### src/rtl/fir_pkg.sv
// Shared FIR definitions: controller state encoding and derived-width helpers
// used by the FIR core and its downstream accumulator/resize stage.
package fir_pkg;

    typedef enum logic [1:0] {
        SM_IDLE,
        SM_SUM,
        SM_ROUND,
        SM_OUT
    } state_t;

    // Width of one per-stage partial accumulator.
    function automatic int calc_p(input int stage_depth_log2, input int data_width,
                                  input int tap_width);
        return stage_depth_log2 + data_width + tap_width;
    endfunction

    // Width of the sum over all lanes; one extra bit per doubling of the lane count.
    function automatic int calc_s(input int p, input int num_stages_log2);
        return p + num_stages_log2;
    endfunction

    function automatic int calc_sh_w(input int s);
        return $clog2(s);
    endfunction

endpackage

### src/rtl/fir_round_sat.sv
// Arithmetic right shift with round-half-up, then saturation of a wide signed
// sum to a D-bit signed result. Purely combinational.
module fir_round_sat #(
    parameter int S = 36,
    parameter int D = 16,
    localparam int SH_W = $clog2(S)
) (
    input  logic signed [S-1:0]    sum,
    input  logic        [SH_W-1:0] shift,
    output logic        [D-1:0]    dout,
    output logic                   sat
);

    localparam logic signed [S:0] MAX_POS = {{(S-D+2){1'b0}}, {(D-1){1'b1}}};
    localparam logic signed [S:0] MIN_NEG = {{(S-D+2){1'b1}}, {(D-1){1'b0}}};
    localparam logic signed [S:0] ONE     = {{S{1'b0}}, 1'b1};

    logic signed [S:0] sum_ext;
    logic signed [S:0] bias;
    logic signed [S:0] rounded;

    // One extra bit of headroom so adding the half-LSB bias can never wrap.
    always_comb begin
        sum_ext = {sum[S-1], sum};
        bias    = '0;
        if (shift != '0) begin
            bias = ONE << (shift - SH_W'(1));
        end
        rounded = (sum_ext + bias) >>> shift;

        dout = rounded[D-1:0];
        sat  = 1'b0;
        if (rounded > MAX_POS) begin
            dout = MAX_POS[D-1:0];
            sat  = 1'b1;
        end else if (rounded < MIN_NEG) begin
            dout = MIN_NEG[D-1:0];
            sat  = 1'b1;
        end
    end

endmodule

### src/rtl/fir_accum_resize.sv
// Sequentially sums the N signed per-stage partials of a FIR pass, then rounds,
// saturates and presents the result on a ready/valid output stream.
module fir_accum_resize
    import fir_pkg::*;
#(
    parameter int  G_NUM_STAGES_LOG2  = 2,
    parameter int  G_STAGE_DEPTH_LOG2 = 2,
    parameter int  G_DATA_WIDTH       = 16,
    parameter int  G_TAP_WIDTH        = 16,
    localparam int N    = 2 ** G_NUM_STAGES_LOG2,
    localparam int P    = calc_p(G_STAGE_DEPTH_LOG2, G_DATA_WIDTH, G_TAP_WIDTH),
    localparam int S    = calc_s(P, G_NUM_STAGES_LOG2),
    localparam int SH_W = calc_sh_w(S)
) (
    input  logic                    clk,
    input  logic                    reset,
    input  logic                    enable,
    input  logic [SH_W-1:0]         shift,
    input  logic [N*P-1:0]          acc_din,
    input  logic                    acc_din_valid,
    output logic                    acc_din_ready,
    output logic [G_DATA_WIDTH-1:0] dout,
    output logic                    dout_valid,
    input  logic                    dout_ready,
    output logic                    dout_sat
);

    localparam int CNT_W = (G_NUM_STAGES_LOG2 > 0) ? G_NUM_STAGES_LOG2 : 1;
    localparam logic [SH_W-1:0] SHIFT_MAX = SH_W'(S - 1);

    state_t                  state_reg, state_next;
    logic signed [S-1:0]     sum_reg, sum_next;
    logic [CNT_W-1:0]        lane_cnt_reg, lane_cnt_next;
    logic [SH_W-1:0]         shift_reg, shift_next;
    logic                    acc_din_ready_reg, acc_din_ready_next;
    logic [G_DATA_WIDTH-1:0] dout_reg, dout_next;
    logic                    dout_valid_reg, dout_valid_next;
    logic                    dout_sat_reg, dout_sat_next;
    logic                    load;

    logic signed [P-1:0]     lane_in  [N];
    logic signed [P-1:0]     lane_reg [N];
    logic signed [S-1:0]     lane_ext;
    logic [G_DATA_WIDTH-1:0] rs_dout;
    logic                    rs_sat;

    generate
        for (genvar gi = 0; gi < N; gi++) begin : g_lane
            assign lane_in[gi] = acc_din[gi*P +: P];
        end
    endgenerate

    // Lane contents are only meaningful after a capture, so they carry no reset.
    always_ff @(posedge clk) begin
        if (!reset && enable && load) begin
            lane_reg <= lane_in;
        end
    end

    fir_round_sat #(
        .S (S),
        .D (G_DATA_WIDTH)
    ) u_round_sat (
        .sum   (sum_reg),
        .shift (shift_reg),
        .dout  (rs_dout),
        .sat   (rs_sat)
    );

    always_comb begin
        state_next         = state_reg;
        sum_next           = sum_reg;
        lane_cnt_next      = lane_cnt_reg;
        shift_next         = shift_reg;
        acc_din_ready_next = acc_din_ready_reg;
        dout_next          = dout_reg;
        dout_valid_next    = dout_valid_reg;
        dout_sat_next      = dout_sat_reg;
        load               = 1'b0;
        lane_ext           = S'(lane_reg[lane_cnt_reg]);

        case (state_reg)
            SM_IDLE: begin
                acc_din_ready_next = 1'b1;
                if (acc_din_valid && acc_din_ready_reg) begin
                    load               = 1'b1;
                    shift_next         = (shift > SHIFT_MAX) ? SHIFT_MAX : shift;
                    sum_next           = '0;
                    lane_cnt_next      = '0;
                    acc_din_ready_next = 1'b0;
                    state_next         = SM_SUM;
                end
            end
            SM_SUM: begin
                // S = P + log2(N) bits, so this running sum cannot overflow.
                sum_next      = sum_reg + lane_ext;
                lane_cnt_next = lane_cnt_reg + CNT_W'(1);
                if (lane_cnt_reg == CNT_W'(N - 1)) begin
                    state_next = SM_ROUND;
                end
            end
            SM_ROUND: begin
                dout_next       = rs_dout;
                dout_sat_next   = rs_sat;
                dout_valid_next = 1'b1;
                state_next      = SM_OUT;
            end
            SM_OUT: begin
                if (dout_ready) begin
                    dout_valid_next    = 1'b0;
                    acc_din_ready_next = 1'b1;
                    state_next         = SM_IDLE;
                end
            end
            default: begin
                state_next = SM_IDLE;
            end
        endcase
    end

    always_ff @(posedge clk) begin
        if (reset || !enable) begin
            state_reg         <= SM_IDLE;
            sum_reg           <= '0;
            lane_cnt_reg      <= '0;
            shift_reg         <= '0;
            acc_din_ready_reg <= 1'b0;
            dout_reg          <= '0;
            dout_valid_reg    <= 1'b0;
            dout_sat_reg      <= 1'b0;
        end else begin
            state_reg         <= state_next;
            sum_reg           <= sum_next;
            lane_cnt_reg      <= lane_cnt_next;
            shift_reg         <= shift_next;
            acc_din_ready_reg <= acc_din_ready_next;
            dout_reg          <= dout_next;
            dout_valid_reg    <= dout_valid_next;
            dout_sat_reg      <= dout_sat_next;
        end
    end

    assign acc_din_ready = acc_din_ready_reg;
    assign dout          = dout_reg;
    assign dout_valid    = dout_valid_reg;
    assign dout_sat      = dout_sat_reg;

endmodule

### config.mk
export PLATFORM = sky130hd
export DESIGN_NAME = fir_accum_resize
export DESIGN_NICKNAME = d
export VERILOG_FILES = /design/src/rtl/fir_pkg.sv /design/src/rtl/fir_round_sat.sv /design/src/rtl/fir_accum_resize.sv
export SDC_FILE = /design/constraint.sdc
export NUM_CORES = 1
export LEC_CHECK = 0
export CAP_MARGIN = 30
export CORE_MARGIN = 4
export CORE_UTILIZATION = 35
export DETAILED_ROUTE_END_ITERATION = 10
export HOLD_SLACK_MARGIN = 0.1
export PLACE_DENSITY_LB_ADDON = 0.12
export SLEW_MARGIN = 20
export SYNTH_ARGS = -nofsm -noshare
export SYNTH_HDL_FRONTEND = slang
export SYNTH_SLANG_ARGS = --single-unit
### constraint.sdc
create_clock -name clk -period 8.41 [get_ports clk]
set_input_delay 1.682 -clock clk [delete_from_list [all_inputs] [get_ports clk]]
set_output_delay 1.682 -clock clk [all_outputs]
set_load 0.02 [all_outputs]
==> metrics.csv <==
stage,metric,value,unit
cts,cts_buffer_depth,3,
sta,fin_crit_sh,73.14,%
sta,fmax,0.1626,GHz
cts,cts_tree,yes,
power_and_ir_drop,clkPwrFrac,44.2,%
global_routing,antenna_found_initial,0,
route,vias,11143,
power_and_ir_drop,pwr-share-comb,6.9,%
setup_path,startpoint_type,register,
status,outcome,finished clean,
route,post_drt_wl_per_cell,18.93,µm
yosys,synth_mux_area_share,12.03,%
setup_path,cpMostUsedCell,a21o_1,
global_routing,grt_pass1_vias,11314,
power_and_ir_drop,netSwitchingFraction,22.00,%
sta,finalMaxSlewViolations,0,
yosys,synth_cell_types,85,
cts,cts_num_sinks,201,
setup_path,cp.arrival,6.56,ns
yosys,avgSynthCellArea,10.02,µm²
route,drc,0,
yosys,synth_edf_count,136,
setup_path,regToRegEndpoint,dout[2]$_SDFFE_PN0P_,
setup_path,end_kind,register,
setup_path,worstPathRequired,8.82,ns
global_routing,grt_overflow_total,0,
cts,cts_setup_buffers,0,
setup_path,crit_chain,inv_1 > nand2_1 > nor3_1 > ha_1 > inv_1 > fa_1 > nor2b_1 > o31ai_4 > a31oi_2 > a21o_1 > a21o_1 > a21o_1 > a311oi_4 > xnor2_1 > buf_4 > a21oi_2 > mux4_2 > o21ai_1 > nand4_1 > o31a_1 > nor3_2 > a21oi_1,
setup_path,reg2reg_from,shift_reg[5]$_SDFFE_PN0P_,
cts,clkSlewWorstSetupHoldPaths,0.05,ns
setup_path,critical_path.top_delay_family,compound AO/OA/AOI/OAI gates,
placement,detailed_place_hpwl,29.39,mm
setup_path,rrSetupSlack,2.26,ns
final_layout,nFillCells,3785,
power_and_ir_drop,power_density,132.2,nW/µm²
cts,post_cts_resized,0,
sta,worst_pin_slew,0.8912,ns
yosys,synthSimpleGateAreaFrac,12.98,%
final_layout,final_nets,1721,
sta,rsz0062_at_grt,false,
global_routing,track_usage,17.94,%
power_and_ir_drop,seqPwrFrac,48.8,%
yosys,syn_inst,1360,
hold_path,min_from,dout[5]$_SDFFE_PN0P_,
setup_path,critPathKind,register to register,
yosys,synthXorXnorAreaFrac,4.299,%
route,drt_iter0_drc,674,
floorplanning,die-area,42140,µm²
floorplanning,die_h,205.3,µm
run,max_cap_violations,0,
floorplanning,die_x,205.3,µm
hold_path,hold_path_class,register to register,
setup_path,reg2reg_depth,22,
final_layout,multiInputGateArea,7846,µm²
placement,gp_congestion,0.9590,
global_routing,grt_pass1_wl,61.32,mm
setup_path,critPathBufInv,3,
yosys,ys_seq_elements,201,
power_and_ir_drop,power,2.186,mW
placement,io_buffers,165,
final_layout,largest_reg_flops,136,
yosys,synth_warnings,0,
floorplanning,start_util,35.82,%
yosys,synth-main-ff-cell,edfxtp_1,
floorplanning,core,38020,µm²
global_routing,grt_max_degree,69,
cts,clk_latency,0.54,ns
route,antenna_left,0,
yosys,syn_area,13620,µm²
global_routing,busiest_layer,met2,
hold_path,worstHoldPathCells,2,
floorplanning,io_pins,166,
final_layout,layout-drive-gt1-share,9.247,%
setup_path,cp-startpoint,shift_reg[5]$_SDFFE_PN0P_,
global_routing,grt_use_met2,28.41,%
power_and_ir_drop,p_switching,0.4809,mW
sta,fin_setup_tns,0,ns
cts,ctsHoldBuffers,0,
sta,finalSetupViolCount,0,
yosys,synth_compound_area_share,20.92,%
route,post_drt_via_cell_ratio,5.503,
setup_path,critical_path.max_fanout,20,
sta,fin_crit,6.151,ns
sta,relSlewSlack,40.46,%
power_and_ir_drop,cellInternalPower,1.705,mW
hold_path,holdPathEnd,dout[5]$_SDFFE_PN0P_,
power_and_ir_drop,p_leak,6.282,nW
power_and_ir_drop,vdd_drop_max,122.5,µV
final_layout,seq_area,5388,µm²
global_routing,gr-usage-met3,2.979,%
yosys,synth_top_family_by_area,compound AO/OA/AOI/OAI gates,
placement,dp_slack,2.304,ns
sta,skew,0.009739,ns
route,first_pass_iters,5,
setup_path,slowest_delay,0.74,ns
yosys,seq_area_frac_synth,39.54,%
global_routing,met1_usage,25.30,%
sta,hold_viol,0,
sta,fin_ws,2.259,ns
cts,cts_buffers,24,
yosys,syn_nets,1585,
final_layout,area_growth,21.37,%
floorplanning,rows,71,
route,routed_wirelength,38.33,mm
cts,htree_num_levels,1,
cts,root_buffer,clkbuf_16,
yosys,synthArstFlopShare,0,%
final_layout,antenna_cells,0,
yosys,synth_fa_ha_area_share,7.275,%
setup_path,crit_path_top_delay_cell,dfxtp_1,
through the flow:
stage	area [µm²]	hold WS (ns)	instances	utilization (%)
finish	16530	0.4753	2025	43.48
global route	16530	0.5039	2025	43.48
CTS	16530	0.4830	2025	43.48
detailed placement	15790	0.4705	1981	41.53
global placement	15790	0.4583	1981	41.53
floorplan	13620	0.4535	1360	-
cell usage after synthesis, types with 4 or more instances:
cell       count  area [µm²]
a211o_1        6       52.55
a211oi_1      28       210.2
a211oi_2       4       50.05
a21o_1        38       285.3
a21oi_1       98       490.5
a221oi_1       4       35.03
a22oi_1       34       255.2
a31oi_1       13       81.33
and2_1        15       93.84
and3_1        13       81.33
buf_1         10       37.54
buf_2          4       20.02
clkbuf_1      61       229.0
dfxtp_1       65        1301
edfxtp_1     136        4084
ha_1          76       950.9
inv_1         29       108.9
mux2_2        10       112.6
mux2i_1       52       520.5
mux4_2        43       968.4
nand2_1      105       394.1
nand2b_1       7       43.79
nand3_1       30       150.1
nand4_1       17       106.4
nor2_1       152       570.6
nor2b_1        8       50.05
nor3_1        11       55.05
nor3b_1        4       30.03
nor4_1         6       37.54
o2111ai_1      7       61.31
o211a_1        4       40.04
o211ai_1      20       150.1
o21a_1        17       127.6
o21ai_0       48       240.2
o21ai_1       15       75.07
o21bai_1       8       60.06
o221a_2        4       45.04
o221ai_1       5       43.79
o22ai_1        9       56.30
o31ai_1       10       75.07
or2_2          4       25.02
or3_1          5       31.28
xnor2_1       42       367.9
xor2_1        23       201.4
how the worst max path moves through the flow:
stage,slack [ns],end,cells after the start
6_report,2.26,dout[2]$_SDFFE_PN0P_,22
3_5_place_dp,2.30,dout[1]$_SDFFE_PN0P_,22
4_1_cts,2.28,dout[1]$_SDFFE_PN0P_,22
2_1_floorplan,2.06,lane_reg[0]$_DFFE_PP_,5
5_1_grt,1.77,dout[0]$_SDFFE_PN0P_,21
3_3_place_gp,2.46,dout[1]$_SDFFE_PN0P_,22
metal layers:
| layer | part of all wire [%] | vias to the layer above |
|---|---|---|
| met1 | 47 | 5290 |
| li1 | - | 5477 |
| met5 | 0 | - |
| met4 | 3.3 | 0 |
| met3 | 4.8 | 76 |
| met2 | 45 | 300 |
area by class of cell:
| class | count | area share, % |
|---|---|---|
| clock buffer | 35 | 4.064 |
| clock inverter | 9 | 0.4087 |
| inverter | 31 | 0.7039 |
| multi-input combinational | 1053 | 47.46 |
| sequential | 201 | 32.59 |
| tap | 511 | 3.868 |
| timing repair buffer | 185 | 10.90 |
kinds of logic (layout without fill, tap and decap cells):
group,Yosys count,in the layout
AOI/OAI and AO/OA,413,413
xor gates and xnor gates,66,66
adders and majority gates,78,78
buffers and inverters,106,260
DFF,201,201
muxes,108,108
and+or+nand+nor,388,388
worst min-delay path: stages, from the launching register on:
cell and delay [ns]:
dfxtp_1 0.32, nand2_1 0.05, o211ai_1 0.07
power groups by stage:
stage	combinational, mW	sequential (mW)	clock [mW]
final	0.151	1.07	0.967
after floorplan	0.0591	1.09	0
after detailed placement	0.152	1.09	0
after CTS	0.152	1.07	1.01
after global placement	0.152	1.09	0
after global routing	0.163	1.07	1.05
layout by cell type, fill, tap and decap left out, types with 17 or more instances in the layout:
cell type	netlist	final
o211ai_1	20	20
mux4_2	43	43
nand3_1	30	30
a21oi_1	98	98
ha_1	76	76
dfxtp_1	65	63
nor2_1	152	151
nand4_1	17	17
o21ai_0	48	47
inv_1	29	29
a21o_1	38	38
clkbuf_16	0	24
xnor2_1	42	42
xor2_1	23	23
clkdlybuf4s50_1	0	165
a22oi_1	34	34
mux2i_1	52	52
buf_4	0	20
edfxtp_1	136	136
o21a_1	17	17
a211oi_1	28	28
nand2_1	105	105
(Power assumes the default switching activity.)
